`src/rtl/debug_disp_pkg.sv`:
```
// Shared constants for the debug display: blank pattern and the
// active-low hex glyph table, ordered {g,f,e,d,c,b,a}.
package debug_disp_pkg;

    typedef logic [6:0] seg_t;

    // All segments off (active-low).
    localparam seg_t SEG_BLANK = 7'h7F;

    // Glyphs for 0..F; index 15 is the leftmost element.
    localparam logic [15:0][6:0] SEG_TABLE = {
        7'h0E,  // F
        7'h06,  // E
        7'h21,  // d
        7'h46,  // C
        7'h03,  // b
        7'h08,  // A
        7'h10,  // 9
        7'h00,  // 8
        7'h78,  // 7
        7'h02,  // 6
        7'h12,  // 5
        7'h19,  // 4
        7'h30,  // 3
        7'h24,  // 2
        7'h79,  // 1
        7'h40   // 0
    };

endpackage

```
`src/rtl/hex_to_seg7.sv`:
```
// Combinational hex nibble to active-low seven-segment glyph lookup.
module hex_to_seg7
    import debug_disp_pkg::*;
(
    input  logic [3:0] i_hex,
    output logic [6:0] o_seg_n
);

    // Straight table lookup; all 16 codes are defined.
    always_comb begin
        o_seg_n = SEG_TABLE[i_hex];
    end

endmodule

```
`src/rtl/debug_display_mux.sv`:
```
// Multiplexed hex display of one of NUM_CH debug channels.
// A prescaler steps a digit index; each completed scan (frame) reloads a
// snapshot of the selected channel unless freeze is high. A synchronised
// pushbutton (step) selects the next channel; the decimal point marks the
// digit whose position equals the selected channel.
// Optional feature: define DEBUG_DISP_AUTOCYCLE_EN to also advance the
// channel automatically every AUTO_FRAMES frames.
module debug_display_mux
    import debug_disp_pkg::*;
#(
    parameter int NUM_CH      = 3,
    parameter int DATA_W      = 32,
    parameter int DIGITS      = DATA_W / 4,
    parameter int PRESCALE    = 50000,
    parameter int AUTO_FRAMES = 2000,
    localparam int CH_W       = (NUM_CH > 1) ? $clog2(NUM_CH) : 1
) (
    input  logic                     clk,
    input  logic                     rst,
    input  logic [NUM_CH*DATA_W-1:0] ch_data,
    input  logic                     step,
    input  logic                     freeze,
    output logic [6:0]               seg_n,
    output logic                     dp_n,
    output logic [DIGITS-1:0]        an_n,
    output logic [CH_W-1:0]          ch_idx
);

    localparam int PS_W  = $clog2(PRESCALE);
    localparam int DIG_W = (DIGITS > 1) ? $clog2(DIGITS) : 1;
    localparam logic [PS_W-1:0]  PS_LAST  = PS_W'(PRESCALE - 1);
    localparam logic [DIG_W-1:0] DIG_LAST = DIG_W'(DIGITS - 1);
    localparam logic [CH_W-1:0]  CH_LAST  = CH_W'(NUM_CH - 1);

    // Scan state
    logic [PS_W-1:0]   r_presc;
    logic [DIG_W-1:0]  r_digit;
    logic              r_active;
    logic [DATA_W-1:0] r_snap;
    logic              r_reload_pend;

    // Pushbutton synchroniser and edge register
    logic              r_step_s1;
    logic              r_step_s2;
    logic              r_step_s3;
    logic              r_step_edge;

    logic [CH_W-1:0]   r_ch_idx;

    // Registered outputs
    seg_t              r_seg_n;
    logic              r_dp_n;
    logic [DIGITS-1:0] r_an_n;

    logic              w_slot_tick;
    logic              w_frame_tick;
    logic              w_auto;
    logic              w_advance;
    logic [CH_W-1:0]   w_ch_next;
    logic              w_ch_change;
    logic [DATA_W-1:0] w_chan [NUM_CH];
    logic [DATA_W-1:0] w_sel_data;
    logic [3:0]        w_nibble;
    logic [6:0]        w_glyph;
    logic [DIGITS-1:0] w_an_n;
    logic              w_dp_hit;

    assign w_slot_tick  = (r_presc == PS_LAST);
    // The first slot tick only arms the scan; frames are counted afterwards.
    assign w_frame_tick = w_slot_tick && r_active && (r_digit == DIG_LAST);

    assign w_advance   = r_step_edge | w_auto;
    assign w_ch_next   = (r_ch_idx == CH_LAST) ? '0 : r_ch_idx + 1'b1;
    // With a single channel the next index equals the current one.
    assign w_ch_change = w_advance && (w_ch_next != r_ch_idx);

    // Split the packed channel bus into one word per channel.
    generate
        for (genvar gi = 0; gi < NUM_CH; gi++) begin : g_chan
            assign w_chan[gi] = ch_data[gi*DATA_W +: DATA_W];
        end
    endgenerate

    // Select the currently displayed channel word.
    always_comb begin
        w_sel_data = '0;
        for (int i = 0; i < NUM_CH; i++) begin
            if (r_ch_idx == CH_W'(i)) begin
                w_sel_data = w_chan[i];
            end
        end
    end

    // Nibble for the active digit; digits past the data width show zero.
    assign w_nibble = 4'(r_snap >> {r_digit, 2'b00});

    hex_to_seg7 u_glyph (
        .i_hex   (w_nibble),
        .o_seg_n (w_glyph)
    );

    // One-hot active-low anode pattern for the current digit.
    generate
        for (genvar gi = 0; gi < DIGITS; gi++) begin : g_anode
            assign w_an_n[gi] = (r_digit != DIG_W'(gi));
        end
    endgenerate

    assign w_dp_hit = (int'(r_digit) == int'(r_ch_idx));

`ifdef DEBUG_DISP_AUTOCYCLE_EN
    localparam int FC_W = (AUTO_FRAMES > 1) ? $clog2(AUTO_FRAMES) : 1;
    localparam logic [FC_W-1:0] FC_LAST = FC_W'(AUTO_FRAMES - 1);

    logic [FC_W-1:0] r_frame_cnt;

    assign w_auto = w_frame_tick && (r_frame_cnt == FC_LAST);

    // Count frames toward the next automatic advance; a step restarts it.
    always_ff @(posedge clk or posedge rst) begin
        if (rst) begin
            r_frame_cnt <= '0;
        end else if (r_step_edge || w_auto) begin
            r_frame_cnt <= '0;
        end else if (w_frame_tick) begin
            r_frame_cnt <= r_frame_cnt + 1'b1;
        end
    end
`else
    // Auto-advance compiled out: this comparison is always false.
    assign w_auto = (AUTO_FRAMES < 0);
`endif

    // Prescaler and digit index; the first slot tick after reset starts at digit 0.
    always_ff @(posedge clk or posedge rst) begin
        if (rst) begin
            r_presc  <= '0;
            r_digit  <= '0;
            r_active <= 1'b0;
        end else begin
            r_presc <= w_slot_tick ? '0 : r_presc + 1'b1;
            if (w_slot_tick) begin
                if (!r_active) begin
                    r_active <= 1'b1;
                end else begin
                    r_digit <= (r_digit == DIG_LAST) ? '0 : r_digit + 1'b1;
                end
            end
        end
    end

    // Two-flop synchroniser, delay flop and registered rising-edge pulse.
    always_ff @(posedge clk or posedge rst) begin
        if (rst) begin
            r_step_s1   <= 1'b0;
            r_step_s2   <= 1'b0;
            r_step_s3   <= 1'b0;
            r_step_edge <= 1'b0;
        end else begin
            r_step_s1   <= step;
            r_step_s2   <= r_step_s1;
            r_step_s3   <= r_step_s2;
            r_step_edge <= r_step_s2 & ~r_step_s3;
        end
    end

    // Channel select: a coincident step and auto tick advance only once.
    always_ff @(posedge clk or posedge rst) begin
        if (rst) begin
            r_ch_idx <= '0;
        end else if (w_advance) begin
            r_ch_idx <= w_ch_next;
        end
    end

    // Snapshot reload on frame ticks; a channel change overrides freeze once.
    always_ff @(posedge clk or posedge rst) begin
        if (rst) begin
            r_snap        <= '0;
            r_reload_pend <= 1'b0;
        end else begin
            if (w_frame_tick && (!freeze || r_reload_pend)) begin
                r_snap <= w_sel_data;
            end
            if (w_ch_change) begin
                r_reload_pend <= 1'b1;
            end else if (w_frame_tick) begin
                r_reload_pend <= 1'b0;
            end
        end
    end

    // Output registers: blank until scanning starts, then follow the digit.
    always_ff @(posedge clk or posedge rst) begin
        if (rst) begin
            r_seg_n <= SEG_BLANK;
            r_dp_n  <= 1'b1;
            r_an_n  <= '1;
        end else if (!r_active) begin
            r_seg_n <= SEG_BLANK;
            r_dp_n  <= 1'b1;
            r_an_n  <= '1;
        end else begin
            r_seg_n <= w_glyph;
            r_dp_n  <= ~w_dp_hit;
            r_an_n  <= w_an_n;
        end
    end

    assign seg_n  = r_seg_n;
    assign dp_n   = r_dp_n;
    assign an_n   = r_an_n;
    assign ch_idx = r_ch_idx;

endmodule

```
`config.mk`:
```
export PLATFORM = sky130hd
export DESIGN_NAME = debug_display_mux
export DESIGN_NICKNAME = d
export VERILOG_FILES = /design/src/rtl/debug_disp_pkg.sv /design/src/rtl/hex_to_seg7.sv /design/src/rtl/debug_display_mux.sv
export SDC_FILE = /design/constraint.sdc
export NUM_CORES = 1
export LEC_CHECK = 0
export CAP_MARGIN = 0
export CORE_MARGIN = 10
export CORE_UTILIZATION = 48
export CTS_CLUSTER_DIAMETER = 150
export DETAILED_ROUTE_END_ITERATION = 8
export PLACE_DENSITY = 0.77
export RECOVER_POWER = 100
export SLEW_MARGIN = 30
export SYNTH_ARGS = -nofsm -noshare
export SYNTH_HDL_FRONTEND = slang
export SYNTH_SLANG_ARGS = --single-unit
```
`constraint.sdc`:
```
create_clock -name clk -period 3.4 [get_ports clk]
set_clock_uncertainty 0.2 [all_clocks]
set_input_delay 0.51 -clock clk [delete_from_list [all_inputs] [get_ports clk]]
set_output_delay 0.51 -clock clk [all_outputs]
set_load 0.02 [all_outputs]
```
# Word-level counts from Yosys, hierarchy flattened
# Memory sizes are Yosys's and may differ from the RTL's.
# Index checks and enable logic that the tools add are counted.
# Widths: inputs -> output; s select.
# op_classes
muxes,12
add_sub_neg,3
n_shift,1
eq_ne,13
n_lt_le_gt_ge,1
n_bitwise,3
n_reduce_logical,10
# ops
cell,count
$mux 32,3
$shr 32x5->4,1
$add 16x1->16 const B,1
$eq 16x16->1 const B,1
$mux 16,1
$mux 7,2
$ne 3x3->1 const B,4
$mux 8,1
$ne 3x2->1 const B,2
$lt 4x5->1 const B,1
$logic_and 1x1->1,4
$add 3x1->3 const B,1
$eq 3x3->1,1
$eq 3x3->1 const B,1
$mux 1,3
$mux 3,1
$ne 3x1->1 const B,1
$reduce_bool 3->1,1
$add 2x1->2 const B,1
$eq 2x1->1 const B,1
$eq 2x2->1 const B,1
$logic_not 2->1,1
$mux 2,1
$ne 2x2->1,1
other kinds (6),7
# word_totals
mem_count,1
output_inout_bits,18
romBits,112
elab_cells,57
reg_bits,75
input_bits,100
# memory_table
memory,words,word_bits,read_ports,rd_clocked_by_memory_dff,wr,line,text
(name not given),16,7,1,0,0,hex_to_seg7.sv:11,o_seg_n = SEG_TABLE[i_hex];

# Logic depth before layout (Yosys ltp)
# Gate-level depths: netlist (run 1).
# logic_depth
depth_word,5
depth_mapped,8
mapped_depth_nobuf,7

# Cells and area by module
# Synthesis (run 1) repeated with hierarchy kept, for this count alone.
# unflattened
hier_cells,378
hier_area_um2,4137.7
# by_module_without_submodules
module,cells_each,area_per_inst_um2,seq_area_each_um2,n_inst
debug_display_mux,345,3863.7,1896.8,1
hex_to_seg7,33,274.0,0.0,1

# Worst setup path before layout (run 1)
# OpenSTA, ideal clock, no wires.
# synth_path
path_type,flip-flop to flip-flop
startpoint,register r_digit[1]
endpoint,"register r_seg_n[3], in the netlist seg_n[3]"
period_less_slack_ps,2503
arrival_time_ps,2223
setup_time_ps,80
t_required_ps,3120
path_stages_with_launch,8
path_buffers,1
path_slack_ps,897
path_cell_list,dfrtp_1 > buf_2 > mux4_2 > mux2i_1 > inv_1 > ha_1 > mux2_1 > o22a_1
# synth_via
elab_chain_cells,4
# synth_rtl
element,line,text
from (decl),debug_display_mux.sv:37,logic [DIG_W-1:0] r_digit;
from (signal assigned),debug_display_mux.sv:146,r_digit <= (r_digit == DIG_LAST) ? '0 : r_digit + 1'b1;
$shr 32x5->4,debug_display_mux.sv:95,"assign w_nibble = 4'(r_snap >> {r_digit, 2'b00});"
$mem_v2 16x7,-,
$mux 7 (implied by the code),hex_to_seg7.sv:11,
$mux 7,debug_display_mux.sv:199,end else if (!r_active) begin
to (signal assigned),debug_display_mux.sv:204,r_seg_n <= w_glyph;
to (decl),debug_display_mux.sv:51,seg_t r_seg_n;
# No other way between the ends. The select of a mux whose other input is x is not followed.
# A chain may end at the register's enable or synchronous reset.

# Final worst setup path (run 1)
# Same ends and word-level chain as after synthesis.

==> impl_metrics.py, run 1 <==
metrics = {
    "status": {
        "violations": "max-capacitance violations, max-slew violations",
        "status": "finished, violations left",
    },
    "die": {
        "io_pins": 118,
        "fp.dieH_um": 111,
        "fp.dieW_um": 111,
        "rows": 33,
        "dieArea_mm2": 0.0124,
        "start_util_pct": 48.9,
        "core_area_mm2": 0.00818,
    },
    "setup_path": {
        "r2r-start": "r_digit[1]$_DFFE_PP0P_",
        "r2r_cells": 6,
        "reg2reg_to": "seg_n[3]$_DFF_PP1_",
        "cp.arrival_ps": 2950,
        "end_kind": "flop",
        "worst-path-buf-inv": 1,
        "worstSetupPathType": "flop to flop",
        "critPathLaunchType": "flop",
        "worstPathCellList": "mux4_2 -> mux2i_1 -> inv_1 -> ha_1 -> mux2_1 -> o22a_1",
        "max_stage_delay_ps": 620,
        "worst_ep_required_time_ps": 3480,
        "cp_max_fo": 11,
        "crit_family": "multiplexers",
        "r2r_setup_slack_ps": 530,
        "cp_slowest_cell": "dfrtp_1",
    },
    "routing": {
        "drc": 0,
        "ant_nets": 0,
        "wirelength_um": 10100,
        "drt_pass1_iterations": 4,
        "wire_per_inst_um": 16.3,
        "vias_per_cell": 5.25,
        "vias": 3263,
        "drt_iter0_drc": 113,
    },
    "cells_and_area": {
        "diodes": 0,
        "area_delta_synth_final_pct": 36.4,
        "fillCellCount": 647,
        "num-nets-final": 624,
        "drive_gt1_share_pct": 9.11,
    },
    "sta": {
        "slew_violations": 11,
        "setup_violations": 0,
        "rsz0062_at_grt": "false",
        "fin_hold_ws_ps": 155,
        "period_share_pct": 84.3,
        "fin_tns_setup_ps": 0,
        "finalHoldViolations": 0,
        "slew_headroom_pct": -4.36,
        "tightest_slew_ps": 1550,
        "fin_crit_ps": 2870,
        "fmax_mhz": 349,
    },
    "yosys": {
        "syn_area_per_cell_um2": 9.95,
        "synth_cells": 402,
        "synthArstFlopShare_pct": 100,
        "yosys.area.top_type": "dfrtp_1",
        "synth_warnings": 0,
        "synthFlopType": "dfrtp_1",
        "synth.most_common_cell": "dfrtp_1",
        "yosysSeqAreaShare_pct": 47.4,
        "syn-cell-area_mm2": 0.00400,
        "synth_fp_nets": 515,
        "yosys.cell_types.count": 43,
        "ys_top_cells_by_area": "dfrtp_1, dfstp_2, mux2i_1, nand2_1, a21oi_1",
        "synth_edf_count": 0,
        "synth_top_area_share_pct": 36.9,
        "yosys-top-cells-count": "dfrtp_1, nand2_1, nor2_1, mux2i_1",
        "ys_ff_latch": 75,
    },
    "pwr": {
        "powerDensity_mw_per_mm2": 400,
        "p_leak_nw": 2.26,
        "vdd_drop_max_uv": 220,
    },
    "hold_path": {
        "min-delay-start": "r_step_s1$_DFF_PP0_",
        "min_to": "r_step_s2$_DFF_PP0_",
        "whs_path_depth": 0,
        "hold_class": "flop to flop",
    },
    "clock_network": {
        "worstSkewPairLatency_ps": 350,
        "root_buffer": "clkbuf_8",
        "cts-buffers-inserted": 9,
        "clk_pin_slew_ps": 70,
        "cts_buffer_depth": 2,
        "cts_resized": 0,
        "cts.sink_count": 75,
        "cts_setup_buffers": 0,
        "cts_tree": "yes",
        "postCtsHoldBufs": 0,
        "h-tree-depth": 3,
    },
    "placement": {
        "hpwl_um": 7910,
        "gp_congestion": 0.779,
        "io_buffers": 117,
    },
    "global_routing": {
        "grtUsageTotal_pct": 16.2,
        "first_global_vias": 3494,
        "overflow": 0,
        "grt_max_degree": 65,
        "grt_pass1_wl_um": 17000,
        "antenna_found_initial": 0,
    },
    "job": {
        "drv_cap": 1,
    },
}
-- per-layer routing --
layer / up-vias / GRT usage, % / routed length [um]
li1: 1606 / - / -
met1: 1543 / 19.6 / 4320
met2: 97 / 26.1 / 4850
met3: 17 / 5.47 / 712
met4: 0 / 6.17 / 213
met5: - / 0 / 0
-- metrics by stage --
stage	utilization, %	setup slack [ps]	std cells	power (mW)	cell area (um2)
after global routing	66.8	351	621	2.29	5460
after CTS	67.1	537	621	2.21	5490
final	66.8	533	621	2.19	5460
after global placement	64.2	698	605	1.39	5250
after detailed placement	64.2	568	605	1.40	5250
after floorplan	-	807	402	1.21	4000
-- state kept, by name, summed over array words and instances (netlist names) --
register       flops
r_reload_pend      1
an_n               8
ch_idx             2
r_snap            32
r_step_edge        1
r_active           1
r_digit            3
r_presc           16
seg_n              7
r_step_s1          1
dp_n               1
r_step_s3          1
r_step_s2          1
-- area by class of cell --
| class | instances | area (um2) | share of cell area [%] |
|---|---|---|---|
| clock inverters | 5 | 100 | 1.83 |
| well taps | 105 | 131 | 2.41 |
| flip-flops and latches | 75 | 1900 | 34.8 |
| multi-input cells | 292 | 1940 | 35.6 |
| clock buffers | 11 | 141 | 2.59 |
| inverters | 11 | 41.3 | 0.757 |
| repair buffers | 122 | 1210 | 22.1 |
-- where the power goes --
part / switching (mW) / internal [mW]
logic: 0.199 / 0.233
registers: 0.0342 / 0.900
clock network: 0.314 / 0.505
-- cell families (layout without fill, tap and decap cells) --
family | after synthesis | count (layout) | synth area share, %
adders and majority gates | 13 | 13 | 4.07
DFF | 75 | 75 | 47.4
and+or+nand+nor | 132 | 132 | 15.5
xor gates and xnor gates | 16 | 16 | 3.50
muxes | 52 | 52 | 15.0
buffers and inverters | 35 | 149 | 3.88
AOI/OAI and AO/OA | 79 | 79 | 10.6
-- worst max path at each step --
stage,from,endpoint,cells past startpoint
3_5_place_dp,r_digit[1]$_DFFE_PP0P_,seg_n[3]$_DFF_PP1_,6
4_1_cts,r_digit[1]$_DFFE_PP0P_,seg_n[3]$_DFF_PP1_,6
3_3_place_gp,r_digit[1]$_DFFE_PP0P_,seg_n[3]$_DFF_PP1_,6
6_report,r_digit[1]$_DFFE_PP0P_,seg_n[3]$_DFF_PP1_,6
5_1_grt,rst,r_snap[7]$_DFFE_PP0P_,3
2_1_floorplan,rst,ch_idx[0]$_DFFE_PP0P_,1
-- layout by cell type, fill, tap and decap left out, drive strengths merged, types with 2 or more instances in the layout --
master and n:
mux2 5, ha 13, inv 11, o221ai 3, dlygate4sd3 20, a21oi 34
nor4 3, a21o 2, nor2b 4, bufinv 3, clkbuf 12, nor2 42
or4bb 2, buf 4, nand2 47, xnor2 5, dfstp 16, and4 2
nand4 5, xor2 11, and3 2, mux2i 41, nand2b 4, o21ai 36
clkinv 2, nand3 13, dfrtp 59, mux4 6, nor3 2, clkdlybuf4s50 97
Power figures use the tool's default switching activity.
==> inputs of run 2 (changes only) <==
- clock period: 3.4 -> 2.66 ns (I/O delays scaled with it)
==> run 2 against run 1 <==
  * Worst hold slack worse by 3.9 ps
  * Die area unchanged
  * Critical path depth unchanged
  * The run now ends clean
  * Maximum frequency up 15%
  * Clock power down 2%
  * First-iteration DRC count up 0.88%
  * Combinational power up 38%
  * Sequential share of layout area up 0.23 points
  * Critical endpoint unchanged
  * Flip-flop and latch count unchanged
  * Design area down 0.53%
  * Utilization down 0.35 points
  * Register-to-register slack worse by 360 ps
==> impl_metrics.py, run 2 (same netlist as run 1, synthesis figures left out) <==
metrics = {
    "status": {
        "status": "finished clean",
    },
    "cells_and_area": {
        "drive_gt1_share_pct": 9.81,
        "instances_no_fill": 625,
        "final_common_cell": "clkdlybuf4s50_1",
        "most-common-layout-cells": "clkdlybuf4s50_1, dfrtp_1, nand2_1",
        "diodes": 0,
        "regMostFlops": "r_snap",
        "layout.area.seq_mm2": 0.00190,
        "fillCellCount": 657,
        "num-nets-final": 628,
        "multi_input_area_mm2": 0.00195,
        "design_area_mm2": 0.00543,
        "largest_reg_flops": 32,
        "fin_util_pct": 66.4,
        "area_delta_synth_final_pct": 35.7,
    },
    "setup_path": {
        "max_stage_delay_ps": 550,
        "cp_max_fo": 5,
        "end_kind": "flop",
        "critPathLaunchType": "flop",
        "cp.arrival_ps": 2560,
        "crit_family": "multiplexers",
        "r2r_cells": 6,
        "worst_ep_required_time_ps": 2730,
        "r2r-start": "r_digit[1]$_DFFE_PP0P_",
        "worstSetupPathType": "flop to flop",
        "worstPathCellList": "mux4_2 -> mux2i_1 -> inv_1 -> ha_1 -> mux2_1 -> o22a_1",
        "reg2reg_to": "seg_n[3]$_DFF_PP1_",
        "r2r_setup_slack_ps": 170,
        "cp_slowest_cell": "mux4_2",
        "worst-path-buf-inv": 1,
    },
    "placement": {
        "gp_congestion": 0.840,
        "place_ws_ps": 146,
        "placedCellCount": 609,
        "hpwl_um": 7750,
        "placed_cell_area_mm2": 0.00528,
        "io_buffers": 117,
    },
    "routing": {
        "drc": 0,
        "wire_per_inst_um": 16.1,
        "drt_iter0_drc": 114,
        "vias_per_cell": 5.28,
        "drt_pass1_iterations": 4,
        "wirelength_um": 10000,
        "vias": 3300,
        "ant_nets": 0,
    },
    "sta": {
        "slew_violations": 0,
        "setup_violations": 0,
        "fin_ws_ps": 171,
        "fin_tns_setup_ps": 0,
        "fmax_mhz": 402,
        "slew_headroom_pct": 25.7,
        "period_share_pct": 93.6,
        "finalHoldViolations": 0,
        "tightest_slew_ps": 1110,
        "fin_crit_ps": 2490,
        "rsz0062_at_grt": "false",
        "fin_hold_ws_ps": 151,
    },
    "hold_path": {
        "min_to": "r_step_s2$_DFF_PP0_",
        "hold_class": "flop to flop",
        "whs_path_depth": 0,
        "min-delay-start": "r_step_s1$_DFF_PP0_",
    },
    "global_routing": {
        "overflow": 0,
        "first_global_vias": 3437,
        "grt_max_degree": 65,
        "antenna_found_initial": 0,
        "grtUsageTotal_pct": 16.1,
        "grt_pass1_wl_um": 16600,
    },
    "clock_network": {
        "postCtsHoldBufs": 0,
        "h-tree-depth": 3,
        "root_buffer": "clkbuf_8",
        "cts_setup_buffers": 0,
        "cts-buffers-inserted": 9,
        "clk_pin_slew_ps": 80,
        "worstSkewPairLatency_ps": 340,
        "cts_buffer_depth": 2,
        "cts.sink_count": 75,
        "cts_tree": "yes",
        "cts_resized": 0,
    },
    "die": {
        "dieArea_mm2": 0.0124,
        "start_util_pct": 48.9,
        "io_pins": 118,
        "fp.dieW_um": 111,
        "fp.dieH_um": 111,
        "core_area_mm2": 0.00818,
        "rows": 33,
    },
    "job": {
        "drv_cap": 0,
    },
    "pwr": {
        "p_leak_nw": 2.24,
        "vdd_drop_max_uv": 439,
        "finalPower_mw": 2.56,
        "powerDensity_mw_per_mm2": 471,
    },
}
==> run 2: area by class of cell <==
| cell class | count | share of cell area [%] |
|---|---|---|
| Clock inverter | 2 | 0.184 |
| Timing Repair Buffer | 126 | 22.6 |
| Inverter | 11 | 0.761 |
| Clock buffer | 14 | 3.20 |
| Multi-Input combinational cell | 292 | 35.8 |
| Sequential cell | 75 | 35.0 |
| Tap cell | 105 | 2.42 |
==> run 2: how the worst max path moves through the flow <==
stage | startpoint | to | slack [ps] | cells after the start
floorplan | r_digit[1]$_DFFE_PP0P_ | seg_n[3]$_DFF_PP1_ | 160 | 7
global placement | r_digit[2]$_DFFE_PP0P_ | seg_n[3]$_DFF_PP1_ | 210 | 6
detailed placement | r_digit[2]$_DFFE_PP0P_ | seg_n[3]$_DFF_PP1_ | 150 | 6
CTS | r_digit[2]$_DFFE_PP0P_ | seg_n[3]$_DFF_PP1_ | 90 | 6
global route | r_digit[0]$_DFFE_PP0P_ | seg_n[3]$_DFF_PP1_ | 3 | 6
finish | r_digit[1]$_DFFE_PP0P_ | seg_n[3]$_DFF_PP1_ | 170 | 6
==> run 2: layer usage <==
metal	vias to the layer above	global-route usage, %	part of all wire, %
li1	1623	-	-
met1	1560	17.8	41
met2	109	27.7	50
met3	8	6.93	7.7
met4	0	4.20	1.1
met5	-	0	0
==> run 2: worst reg2reg max path: stages (launching register included) <==
cell,delay [ps]
dfrtp_1,530
mux4_2,550
mux2i_1,270
inv_1,140
ha_1,270
mux2_1,300
o22a_1,170
==> run 2: where the power goes <==
| group | leakage, nW | internal, mW | switching [mW] | total (mW) |
|---|---|---|---|---|
| clock | 0.0956 | 0.419 | 0.383 | 0.802 |
| sequential | 0.959 | 1.15 | 0.00839 | 1.16 |
| combinational | 1.19 | 0.300 | 0.297 | 0.597 |
| total | 2.24 | 1.87 | 0.688 | 2.56 |
==> inputs of run 3 (changes only) <==
- SKIP_LAST_GASP: not set -> 1
==> results of run 3 <==
Same layout as run 2: the final DEF is identical, and so are final timing and power.
